**config.mk**
```make
export PLATFORM = sky130hd
export DESIGN_NAME = fpu_issue_arbiter
export DESIGN_NICKNAME = d
export VERILOG_FILES = /design/src/rtl/fpu_issue_arbiter.sv
export SDC_FILE = /design/constraint.sdc
export NUM_CORES = 1
export LEC_CHECK = 0
export ABC_AREA = 1
export BUFFER_PORTS_ARGS = -buffer_cell sky130_fd_sc_hd__buf_2
export CAP_MARGIN = 30
export CORE_MARGIN = 3
export CORE_UTILIZATION = 35
export DETAILED_ROUTE_END_ITERATION = 12
export PLACE_DENSITY = 0.69
export SLEW_MARGIN = 20
export SYNTH_ARGS = -nofsm -noshare
export SYNTH_HDL_FRONTEND = slang
export SYNTH_SLANG_ARGS = --single-unit
```
**constraint.sdc**
```tcl
create_clock -name clk -period 1.8 [get_ports clk]
set_input_delay 0 -clock clk [delete_from_list [all_inputs] [get_ports clk]]
set_output_delay 0 -clock clk [all_outputs]
set_load 0.05 [all_outputs]
```
**src/rtl/fpu_issue_arbiter.sv**
```systemverilog
// rtl/fpu_issue_arbiter.sv - round-robin issue arbiter and result router for one shared pipelined FPU
//
// Shares one pipelined FPU between NREQ requesters. Grants are round-robin.
// Each granted request is registered into the FPU issue port. A divide
// stalls further issue long enough that its result comes back before any
// later result. Every in-flight op has a slot in a shift-register
// scoreboard, and that slot steers the op's result back to the requester
// that issued it.
//
// Ports:
//   clk        - clock, rising edge
//   reset      - asynchronous, active-low reset
//   flush      - synchronous; drops all queued and in-flight work
//   req_valid  - per-requester request valid
//   req_ready  - per-requester one-hot grant (handshake = valid & ready)
//   req_op     - per-requester opcode, slice i = [3i+2:3i]
//   req_opa    - per-requester operand A, slice i = [32i+31:32i]
//   req_opb    - per-requester operand B, slice i = [32i+31:32i]
//   fpu_start  - one-cycle issue strobe to the FPU
//   fpu_op     - registered opcode
//   fpu_opa    - registered operand A
//   fpu_opb    - registered operand B
//   fpu_result - FPU result bus
//   rsp_valid  - one-hot result strobe toward the owning requester
//   rsp_data   - result data (fpu_result passed through)
//   busy       - ops in flight or divide stall active

module fpu_issue_arbiter #(
  parameter int NREQ    = 2,
  parameter int LAT     = 4,
  parameter int DIV_LAT = 10
) (
  input  logic                 clk,
  input  logic                 reset,
  input  logic                 flush,
  input  logic [NREQ-1:0]      req_valid,
  output logic [NREQ-1:0]      req_ready,
  input  logic [3*NREQ-1:0]    req_op,
  input  logic [32*NREQ-1:0]   req_opa,
  input  logic [32*NREQ-1:0]   req_opb,
  output logic                 fpu_start,
  output logic [2:0]           fpu_op,
  output logic [31:0]          fpu_opa,
  output logic [31:0]          fpu_opb,
  input  logic [31:0]          fpu_result,
  output logic [NREQ-1:0]      rsp_valid,
  output logic [31:0]          rsp_data,
  output logic                 busy
);

  localparam int IDW     = (NREQ > 1) ? $clog2(NREQ) : 1;
  localparam int DIV_GAP = DIV_LAT - LAT;
  localparam int CW      = (DIV_GAP > 1) ? $clog2(DIV_GAP + 1) : 1;
  localparam logic [2:0] OP_DIV = 3'b011;

  typedef enum logic {IDLE, DIV_WAIT} state_t;

  state_t               state, state_nxt;
  logic [CW-1:0]        stall_cnt;
  logic [IDW-1:0]       ptr;
  logic [IDW-1:0]       cand;
  logic [IDW-1:0]       gnt_idx;
  logic                 gnt_found;
  logic                 can_issue;
  logic                 hs;
  logic [2:0]           gnt_op;
  logic [31:0]          gnt_opa;
  logic [31:0]          gnt_opb;
  logic [IDW-1:0]       iss_id;

  // Scoreboard: index 0 is the head, which lines up with fpu_result.
  logic [DIV_LAT-1:0]           sb_vld, sb_vld_nxt;
  logic [DIV_LAT-1:0][IDW-1:0]  sb_id, sb_id_nxt;

  // First valid requester at or after the pointer, wrapping.
  always_comb begin
    gnt_found = 1'b0;
    gnt_idx   = '0;
    cand      = '0;
    for (int j = 0; j < NREQ; j++) begin
      cand = IDW'((int'(ptr) + j) % NREQ);
      if (!gnt_found && req_valid[cand]) begin
        gnt_found = 1'b1;
        gnt_idx   = cand;
      end
    end
  end

  always_comb begin
    gnt_op  = '0;
    gnt_opa = '0;
    gnt_opb = '0;
    for (int i = 0; i < NREQ; i++) begin
      if (gnt_idx == IDW'(i)) begin
        gnt_op  = req_op[3*i +: 3];
        gnt_opa = req_opa[32*i +: 32];
        gnt_opb = req_opb[32*i +: 32];
      end
    end
  end

  // FSM: state register
  always_ff @(posedge clk or negedge reset) begin
    if (!reset) begin
      state <= IDLE;
    end else begin
      state <= state_nxt;
    end
  end

  // FSM: next state
  always_comb begin
    state_nxt = state;
    if (flush) begin
      state_nxt = IDLE;
    end else begin
      case (state)
        IDLE:     if (hs && gnt_op == OP_DIV) state_nxt = DIV_WAIT;
        DIV_WAIT: if (stall_cnt == CW'(1))    state_nxt = IDLE;
        default:  state_nxt = IDLE;
      endcase
    end
  end

  // FSM: outputs. Gating on reset keeps grants low while reset is held.
  always_comb begin
    can_issue = reset && !flush && (state == IDLE);
    hs        = can_issue && gnt_found;
    req_ready = hs ? (NREQ'(1) << gnt_idx) : '0;
  end

  // Stall counter covers the extra divide latency, so the next issue
  // cannot return a result before or alongside the divide.
  always_ff @(posedge clk or negedge reset) begin
    if (!reset) begin
      stall_cnt <= '0;
    end else if (hs && gnt_op == OP_DIV) begin
      stall_cnt <= CW'(DIV_GAP);
    end else if (state == DIV_WAIT) begin
      stall_cnt <= stall_cnt - 1'b1;
    end
  end

  // Issue register and round-robin pointer
  always_ff @(posedge clk or negedge reset) begin
    if (!reset) begin
      fpu_start <= 1'b0;
      fpu_op    <= '0;
      fpu_opa   <= '0;
      fpu_opb   <= '0;
      iss_id    <= '0;
      ptr       <= '0;
    end else begin
      fpu_start <= hs;
      if (hs) begin
        fpu_op  <= gnt_op;
        fpu_opa <= gnt_opa;
        fpu_opb <= gnt_opb;
        iss_id  <= gnt_idx;
        ptr     <= (gnt_idx == IDW'(NREQ - 1)) ? '0 : gnt_idx + 1'b1;
      end
    end
  end

  // Slot LAT-1 (or DIV_LAT-1) after this cycle's shift puts the entry at
  // the head exactly LAT (or DIV_LAT) cycles after fpu_start.
  always_comb begin
    sb_vld_nxt = {1'b0, sb_vld[DIV_LAT-1:1]};
    sb_id_nxt  = '0;
    for (int k = 0; k < DIV_LAT - 1; k++) begin
      sb_id_nxt[k] = sb_id[k+1];
    end
    if (fpu_start) begin
      if (fpu_op == OP_DIV) begin
        sb_vld_nxt[DIV_LAT-1] = 1'b1;
        sb_id_nxt[DIV_LAT-1]  = iss_id;
      end else begin
        sb_vld_nxt[LAT-1] = 1'b1;
        sb_id_nxt[LAT-1]  = iss_id;
      end
    end
    if (flush) begin
      sb_vld_nxt = '0;
    end
  end

  always_ff @(posedge clk or negedge reset) begin
    if (!reset) begin
      sb_vld <= '0;
      sb_id  <= '0;
    end else begin
      sb_vld <= sb_vld_nxt;
      sb_id  <= sb_id_nxt;
    end
  end

  // A result landing in the flush cycle belongs to flushed work.
  assign rsp_valid = (sb_vld[0] && !flush) ? (NREQ'(1) << sb_id[0]) : '0;
  assign rsp_data  = fpu_result;
  assign busy      = (|sb_vld) || (state == DIV_WAIT);

endmodule

```
==> run metrics <==
hold path depth=0; syn_nets=666; most frequent cells after synthesis=nand2_1 (212), dfrtp_1 (94), nand3_1 (69), buf_4 (34), inv_1 (22); Synth area leader=dfrtp_1; post-synth cell types=21; DR vias/cell=4.80; worst r2r dst=fpu_opb[21]; GRT Total Usage=0.212; fin. max-slew vios=0; CP Max Fanout=29; Critical R2R Launch=state; die width=115 um; fin crit period=1.66 ns; Yosys reg bits=94; post-synthesis sequential area ratio=0.561; via count=4577; VDD IR max=0.566 mV; critical path capture point=req_ready[0]; Routed wire per std cell=14.9 um; Placer Congestion=0.817; IO Count=276; Post-synth EDFFs=0; Final Hold Viols=0; CP Class=reg2out; hold wc startpoint=fpu_result[28]; reg-to-reg setup timing slack=0.17 ns; DP HPWL=8270 um; share of layout cells above drive strength 1=0.301; DRT Wirelength=14200 um; Avg Cell Area, Syn=8.50 um2; CTS tree=done; antenna viol nets, final=0; Rows=39; setup TNS=0 ns; die height=115 um; CTS max path bufs=2; CP startpoint=ptr; WP data required=1.80 ns; clock skew after layout=0.00695 ns; clock transition at the registers of the reported paths=0.06 ns; # Max-Cap Violations=0; largest net degree at the start of global routing=50; crit path launch type=flop; crit end category=output port; Clk Latency, worst-skew pair=0.34 ns; worst-case reg-to-reg path depth=6; CTS buffer count=9; cell count after synthesis=493; Final Non-Filler Cells=953; antenna violations before repair=0; outcome=completed; starting density of the core=0.362; Ys Warns=0; H-Tree Level Count=3; number of remaining DRC errors=0; Pre-Repair DR Iteration Count=5; die area=13300 um2; placed cells=801; Final setup violation count=0; WP data arrival=1.66 ns; FFs w/ async S/R, synth=1.00; Worst Tran Pin Value=0.602 ns; RSZ-0062 raised after global routing=no; Leak Pwr=0.00355 uW; layout overhead on the synthesized area=62.2%; IO buf count=211; global-route wire length before repair=22200 um; # nets final=975; Peak Freq=0.601 GHz; clock root buffer master=clkbuf_16; Synth top area share=0.561; clk sinks=94; mapped cell area=4190 um2; most common cell in the netlist=nand2_1; initial drt markers=223; top_reg_cell synth=dfrtp_1; vias in the first global route=4742; Core Footprint=11600 um2; Max-slew headroom=0.598; fin crit share=0.924; total gr overflow=0; Cell Pwr Density=1010 nW/um2; Synth area leaders=dfrtp_1 (56%), nand2_1 (19%), nand3_1 (8.2%); HP Class=in2out
[critical path: stages, from the launching register on]
cell and delay (ns):
dfrtp_1 0.36, inv_1 0.07, nand2_1 0.11, nand2_2 0.12, inv_1 0.09, nor2_4 0.19
buf_12 0.20, buf_6 0.18
[per-layer routing]
metal / GRT usage / share of wire
met1: 0.230 / 0.37
met2: 0.362 / 0.50
met3: 0.0569 / 0.081
met4: 0.146 / 0.056
met5: 0 / 0
[sequential cells by signal (all words and copies together), names as in the netlist]
signal / count
fpu_opb: 32
sb_id: 10
sb_vld: 10
stall_cnt: 3
state: 1
iss_id: 1
fpu_op: 3
fpu_start: 1
ptr: 1
fpu_opa: 32
[cell type report]
class                           count  area (um2)
Clock inverter                      6        47.5
Antenna cell                        3        7.51
Tap cell                          143         179
Multi-Input combinational cell    318        1370
Inverter                           26        97.6
Timing Repair Buffer              353        2520
Fill cell                         927        4770
Clock buffer                       10         229
Sequential cell                    94        2350
[where the power goes]
part           leakage [uW]  total, uW  switching (uW)  internal [uW]
Clock              0.000121       1750             804            943
Combinational       0.00224       2470            1710            754
Sequential          0.00119       2670             206           2460
Total               0.00355       6880            2720           4160
[worst min path at each step]
stage,to,slack (ns)
2_1_floorplan,fpu_op[0],-0.30
3_3_place_gp,fpu_opb[0],-0.19
3_5_place_dp,fpu_opb[0],-0.19
4_1_cts,rsp_data[20],0.0003
5_1_grt,rsp_data[0],0.00007
6_report,rsp_data[28],0.00002
[repair_timing]
| item | in CTS | in global routing |
|---|---|---|
| pin swaps | 0 | 0 |
| endpoints found under the setup margin | 1 | 2 |
| endpoints found under the hold margin | 169 | 0 |
| hold buffers | 133 | 0 |
| resized for setup | 2 | 7 |
| setup buffers | 0 | 0 |
[kinds of logic after synthesis]
family | share of synthesized area
compound gates | 0.0128
buf+inv | 0.116
xor+xnor | 0.00209
fa+ha+maj | 0.00597
flops | 0.561
simple gates | 0.302
[cells in the final DEF (no fill, tap or decap)]
| master | n |
|---|---|
| buf_4 | 6 |
| clkinv_4 | 1 |
| diode_2 | 3 |
| nand4_4 | 1 |
| ha_1 | 2 |
| inv_1 | 22 |
| nor4_1 | 2 |
| xnor2_1 | 1 |
| clkinvlp_4 | 4 |
| dfrtp_1 | 94 |
| inv_6 | 1 |
| nor3_1 | 3 |
| nor2_1 | 14 |
| a21oi_1 | 4 |
| nor2_4 | 1 |
| nand3b_1 | 2 |
| nand3_1 | 69 |
| buf_6 | 2 |
| clkbuf_16 | 9 |
| inv_2 | 4 |
| dlygate4sd3_1 | 133 |
| clkbuf_1 | 1 |
| o21ai_0 | 4 |
| buf_12 | 4 |
| a31oi_1 | 1 |
| nand2_2 | 2 |
| nand2_1 | 211 |
| o21bai_1 | 1 |
| buf_2 | 208 |
[through the flow]
stage | power [uW] | cell area [um2] | setup slack (ns) | util | hold slack [ns]
global placement | 4860 | 5150 | 0.250 | 0.446 | -0.192
finish | 6880 | 6800 | 0.137 | 0.588 | 0.0000171
detailed placement | 4900 | 5150 | 0.207 | 0.446 | -0.191
floorplan | 4410 | 4190 | 0.348 | - | -0.296
global route | 7240 | 6790 | 0.0397 | 0.587 | 0.0000718
CTS | 6910 | 6770 | 0.00741 | 0.585 | 0.000341
(Power assumes the default switching activity.)
